===== config.mk =====
export PLATFORM = sky130hd
export DESIGN_NAME = writeback
export DESIGN_NICKNAME = d
export VERILOG_FILES = /design/src/rtl/writeback.sv
export SDC_FILE = /design/constraint.sdc
export NUM_CORES = 1
export LEC_CHECK = 0
export BUFFER_PORTS_ARGS = -buffer_cell sky130_fd_sc_hd__buf_2
export CELL_PAD_IN_SITES_DETAIL_PLACEMENT = 1
export CELL_PAD_IN_SITES_GLOBAL_PLACEMENT = 1
export CORE_MARGIN = 8
export CORE_UTILIZATION = 35
export DETAILED_ROUTE_END_ITERATION = 16
export PLACE_DENSITY_LB_ADDON = 0.1
export SYNTH_ARGS = -nofsm -noshare
export SYNTH_HDL_FRONTEND = slang
export SYNTH_SLANG_ARGS = --single-unit

===== constraint.sdc =====
create_clock -name clock -period 2.1 [get_ports clock]
set_clock_uncertainty 0.05 [all_clocks]
set_input_delay 0.525 -clock clock [delete_from_list [all_inputs] [get_ports clock]]
set_output_delay 0.525 -clock clock [all_outputs]
set_load 0.02 [all_outputs]

===== src/rtl/writeback.sv =====
// writeback: final stage of the MIPS pipeline.
//
// Takes the instruction retiring from mem_stage, selects the register-file
// destination, builds the write-back value (load extraction/extension, JAL/JALR
// link) and registers everything for one cycle toward decode.
//
// Ports:
//   clock, reset_n      pipeline clock, asynchronous active-low reset
//   valid_in, stall     capture qualifier; stall wins and forces a bubble
//   insn_in, pc_in      retiring instruction word and its PC (bit 0 = MSB)
//   alu_result_in       ALU result, or the effective address for loads
//   mem_data_in         word read at the word-aligned load address
//   wb_data, wb_rd      registered write-back value and destination register
//   wb_we               registered one-cycle register-file write strobe
//   misaligned          one-cycle pulse for a misaligned LH/LHU/LW
//   retired_count       number of captured valid instructions (wraps)
module writeback #(
   parameter int unsigned RESET_PC_LINK = 8
) (
   input  logic        clock,
   input  logic        reset_n,
   input  logic        valid_in,
   input  logic        stall,
   input  logic [0:31] insn_in,
   input  logic [0:31] pc_in,
   input  logic [0:31] alu_result_in,
   input  logic [0:31] mem_data_in,
   output logic [0:31] wb_data,
   output logic [4:0]  wb_rd,
   output logic        wb_we,
   output logic        misaligned,
   output logic [0:31] retired_count
);

   logic [5:0]  opcode;
   logic [4:0]  rt;
   logic [4:0]  rd;
   logic [5:0]  funct;
   logic [1:0]  addr_lo;
   logic [7:0]  byte_sel;
   logic [15:0] half_sel;
   logic [31:0] link;

   logic [31:0] data_c;
   logic [4:0]  dest_c;
   logic        we_c;
   logic        mis_c;
   logic        capture;

   logic [31:0] data_q, data_d;
   logic [4:0]  rd_q, rd_d;
   logic        we_q, we_d;
   logic        mis_q, mis_d;
   logic [31:0] count_q, count_d;

   // Instruction fields use big-endian bit numbering: bit 0 is the MSB.
   assign opcode  = insn_in[0:5];
   assign rt      = insn_in[11:15];
   assign rd      = insn_in[16:20];
   assign funct   = insn_in[26:31];
   assign addr_lo = alu_result_in[30:31];
   assign link    = pc_in + 32'(RESET_PC_LINK);
   assign capture = valid_in && !stall;

   // Big-endian lane select: byte/halfword 0 sits in the most significant bits.
   always_comb begin
      byte_sel = mem_data_in[0:7];
      unique case (addr_lo)
         2'd0: byte_sel = mem_data_in[0:7];
         2'd1: byte_sel = mem_data_in[8:15];
         2'd2: byte_sel = mem_data_in[16:23];
         2'd3: byte_sel = mem_data_in[24:31];
         default: byte_sel = mem_data_in[0:7];
      endcase
      half_sel = addr_lo[1] ? mem_data_in[16:31] : mem_data_in[0:15];
   end

   // Destination, value and write/misalignment decode.
   always_comb begin
      dest_c = rt;
      data_c = alu_result_in;
      we_c   = 1'b0;
      mis_c  = 1'b0;
      case (opcode)
         6'h00: begin
            dest_c = rd;
            we_c   = 1'b1;
            case (funct)
               6'h08, 6'h11, 6'h13, 6'h18, 6'h19, 6'h1A, 6'h1B: we_c = 1'b0;
               6'h09: data_c = link;
               default: ;
            endcase
            if (insn_in == 32'h0) we_c = 1'b0;
         end
         6'h03: begin
            dest_c = 5'd31;
            data_c = link;
            we_c   = 1'b1;
         end
         6'h08, 6'h09, 6'h0A, 6'h0B, 6'h0C, 6'h0D, 6'h0E, 6'h0F: we_c = 1'b1;
         6'h20: begin
            data_c = {{24{byte_sel[7]}}, byte_sel};
            we_c   = 1'b1;
         end
         6'h24: begin
            data_c = {24'h0, byte_sel};
            we_c   = 1'b1;
         end
         6'h21: begin
            data_c = {{16{half_sel[15]}}, half_sel};
            we_c   = 1'b1;
            mis_c  = addr_lo[0];
         end
         6'h25: begin
            data_c = {16'h0, half_sel};
            we_c   = 1'b1;
            mis_c  = addr_lo[0];
         end
         6'h23: begin
            data_c = mem_data_in;
            we_c   = 1'b1;
            mis_c  = (addr_lo != 2'd0);
         end
         default: we_c = 1'b0;
      endcase
      // Misaligned loads and writes to $zero keep their rd/data but never strobe.
      if (mis_c || dest_c == 5'd0) we_c = 1'b0;
   end

   // Bubbles hold rd/data/count and clear the strobes.
   always_comb begin
      data_d  = data_q;
      rd_d    = rd_q;
      we_d    = 1'b0;
      mis_d   = 1'b0;
      count_d = count_q;
      if (capture) begin
         data_d  = data_c;
         rd_d    = dest_c;
         we_d    = we_c;
         mis_d   = mis_c;
         count_d = count_q + 32'd1;
      end
   end

   always_ff @(posedge clock or negedge reset_n) begin
      if (!reset_n) begin
         data_q  <= 32'h0;
         rd_q    <= 5'd0;
         we_q    <= 1'b0;
         mis_q   <= 1'b0;
         count_q <= 32'h0;
      end else begin
         data_q  <= data_d;
         rd_q    <= rd_d;
         we_q    <= we_d;
         mis_q   <= mis_d;
         count_q <= count_d;
      end
   end

   assign wb_data       = data_q;
   assign wb_rd         = rd_q;
   assign wb_we         = we_q;
   assign misaligned    = mis_q;
   assign retired_count = count_q;

endmodule


==> impl_results.md <==
- Ys async rst share: 100%
- Pleak: between 3 and 4 nW
- Starting Density: a little over a third
- Endpoints failing hold: 0
- Syn_nets: 660
- Final ANT Viol Nets: 0
- Post-synthesis xor/xnor area fraction: around 8.5%
- Total track usage: between 20% and 30%
- CP arrival: 2.29 ns
- Slew at the pin closest to its max-slew limit: about 0.56 ns
- Largest net degree at the start of global routing: 33
- Port bufs: approximately 200
- GR Layer Usage met1: 29.0%
- First-pass GRT wire length: around 33 mm
- Final WL: around 21 mm
- Logic pwr share: between 20% and 30%
- Largest cells by area after synthesis: dfrtp_1 38%, xnor2_1 5.4%, nand2_1 5.2%
- Clock Path Buffers: 2
- Clock Latency Late Sink: 0.35 ns
- Most Used Layer, Global Route: met2
- Synth warn: 0
- Sw power: 1.43 mW
- Vias: roughly 5600
- Reg2Reg Depth: 5
- Relative slew margins: about 63%
- Fmax achieved: roughly 480 MHz
- Mux contribution to synthesized area: roughly 4.3%
- Hold_buf cts: 0
- GP Congestion: about 0.87
- Clock Power Share: ~38%
- Clock-pin slew on the worst setup and hold paths: about 0.06 ns
- Final global-route overflow total: 0
- Slew Viols, Final: 0
- Setup CP Type: input pin to flip-flop
- Layout cells sized above 1: about 43%
- DRC violations left: 0
- Worst vdd ir: roughly 0.35 mV
- Synth Area in Adders: 0.537%
- # diodes: 0
- CP Capture Type: flip-flop
- Dpl cells: 984
- HPWL after DPL: 17.2 mm
- Reg-to-reg setup timing slack: around 0.18 ns
- Worst hold path class: input pin to async pin
- Fin crit period: 2.09 ns
- Post-synthesis register bit count: about 70
- Final net count: ~960
- Pre-CTS setup slack: -0.344 ns
- Worst Path Max Fanout: 14
- Synth area leader: dfrtp_1
- Worst hold margin: ~0.026 ns
- MaxCap Viol Count: 0
- Mapped Area: about 4700 um2
- DRT iter0 DRCs: about 340
- EDFF count, synth: 0
- Synth top area share: between 30% and 40%
- Compound-Gate Fraction of Synth Area: between 10% and 20%
- Post-route setup slack: between 0.01 and 0.015 ns
- Simple-Gate Fraction of Synth Area: about a quarter
- Final Util: 54.0%
- Outcome: complete, no violations
- CTS tree: yes
- Register area share after synthesis: roughly two fifths
- Final worst-path cycle share: between 90% and 100%
- Routed WL per cell: 21.3 um
- CTS H-tree lvls: 3
- Die Height: 131 um
- Die area: 17300 um2
- Power Internal: approximately 3.1 mW
- Main synth FF type: dfrtp_1
- RSZ-0062 raised after global routing: true
- Non-Filler Instances: about 1000
- Core footprint: about 13000 um2
- Root buffer cell: clkbuf_16
- Final setup viols: 0
- Filler Cells Inserted: between 1500 and 2000
- Clk sinks: between 70 and 80
- Cell area power density: between 600 and 700 nW/um2
- Rows: 42
- Sequential power share: a little under two fifths
- Boundary Pins: approximately 200
- Initial DRT Pass Iterations: 5
- Crit start category: input pin
- Req. time, crit path: between 2 and 2.5 ns
- Final Power: 4.48 mW
- Met2 Track Usage GR: slightly above 40%
- R2R Path End: retired_count[3]
- Largest family of logic cells by synthesized area: simple AND/OR/NAND/NOR gates
- Met3 GRT Util: 6.14%
- Syn_area_per_cell: 8.86 um2
- Reg2reg start: retired_count[14]
- Antenna violations before repair: 0
- CTS buffer count: 9
- Die X: 131 um
- Cells after Synth: roughly 530
- Switch share: a little under a third
- Synth unique cells: 60
- Number of global-route vias before repair: 6096
- Routed vias/inst: between 5 and 6
- Area delta synth->final: 52.3%
[registers in the layout (all words and copies together), names as in the netlist]
signal,flops
wb_rd,5
misaligned,1
wb_we,1
retired_count,32
wb_data,32
[cells in the final DEF, fill, tap and decap left out, drive strengths merged, types with 3 or more instances in the layout]
master  synthesis  layout
nor2b           4       4
o21a            3       3
a21oi           6       6
o31a            8       8
o21ai          24      24
dfrtp          71      71
nor2           56      56
or3             4       4
nor3           12      12
inv            13      15
o2111a          3       3
xnor2          29      29
clkbuf         21      11
nand4          14      14
mux4            7       7
and3            7       7
nor4           18      18
and4            4       4
a31oi          28      28
or4             6       6
a21o            3       3
a221oi          5       5
a222oi          7       7
and3b           6       6
nand3          22      22
buf             8     314
xor2           16      16
a22oi          14      14
and2            5       5
nand2b          3       3
a41oi           6       6
nand2          64      64
[power groups by stage]
stage | Combinational, mW | Clock (mW) | Sequential, mW
floorplan | 0.343 | 0 | 1.83
global placement | 1.11 | 0 | 1.66
detailed placement | 1.13 | 0 | 1.67
CTS | 1.14 | 1.71 | 1.65
global route | 1.23 | 1.77 | 1.67
finish | 1.15 | 1.69 | 1.65
[cell type report]
cell class	instances	area, um2	share of cell area (%)
inverters	13	48.8	0.687
clock inverters	6	92.6	1.30
flip-flops and latches	71	1780	25.0
multi-input cells	413	2770	39.0
well taps	176	220	3.10
clock buffers	10	229	3.22
repair buffers	315	1970	27.7
[metrics by stage]
stage               area [um2]  TNS [ns]
floorplan                 4670     -3.01
global placement          6640     -6.05
detailed placement        6640     -8.00
CTS                       6990         0
global route              7100   -0.0369
finish                    7100         0
[worst max-delay path, stage by stage]
cell and delay, ns:
buf_6 0.09, or4_4 0.53, or3_4 0.36, o22ai_4 0.21
buf_12 0.19, a222oi_1 0.13, a31oi_1 0.24
[logic make-up after synthesis]
| logic type | count (synthesis) |
|---|---|
| AO/OA/AOI/OAI | 124 |
| adder cells (fa/ha/maj) | 2 |
| buffers and inverters | 42 |
| AND/OR/NAND/NOR | 231 |
| flip-flops | 71 |
| multiplexers | 11 |
| XOR/XNOR | 45 |
[how the worst max path moves through the flow]
stage / slack (ns) / startpoint / cells past startpoint / endpoint
final: 0.01 / insn_in[2] / 7 / wb_data[22]
after global placement: -0.29 / pc_in[18] / 6 / wb_data[0]
after global routing: -0.02 / insn_in[2] / 7 / wb_data[9]
after CTS: 0.01 / retired_count[23] / 6 / retired_count[6]
after floorplan: -0.16 / insn_in[2] / 7 / wb_data[2]
after detailed placement: -0.34 / pc_in[18] / 8 / wb_data[9]
[metal layers]
| layer | part of all wire [%] | routed length [um] |
|---|---|---|
| met5 | 0 | 0 |
| met4 | 1.8 | 376 |
| met3 | 6.9 | 1470 |
| met2 | 50 | 10700 |
| met1 | 41 | 8860 |
[synth_stat cells, drive strengths merged, types with 2 or more instances]
library cell	number
a2bb2oi	2
and4	4
or2	2
o2111a	3
a41oi	6
and3	7
nand4	14
xnor2	29
nand3	22
nor4bb	2
inv	13
clkbuf	21
xor2	16
a2111oi	2
or3	4
and3b	6
ha	2
nor4	18
a32o	2
nand2b	3
and2	5
buf	8
o21a	3
o31ai	2
mux2i	2
a22oi	14
a22o	2
or4	6
dfrtp	71
a31oi	28
nand2	64
a222oi	7
mux4	7
o31a	8
o21ai	24
a21oi	6
nor3	12
nor2b	4
a21o	3
nor2	56
mux2	2
a221oi	5
[repair_timing]
item | 4_1_cts | 5_1_grt
gates cloned | 0 | 1
endpoints found under the setup margin | 3 | 19
pin swaps | 1 | 5
buffers inserted | 2 | 1
gates resized for setup | 0 | 14
Note: power is estimated with default switching activity, not from simulation.
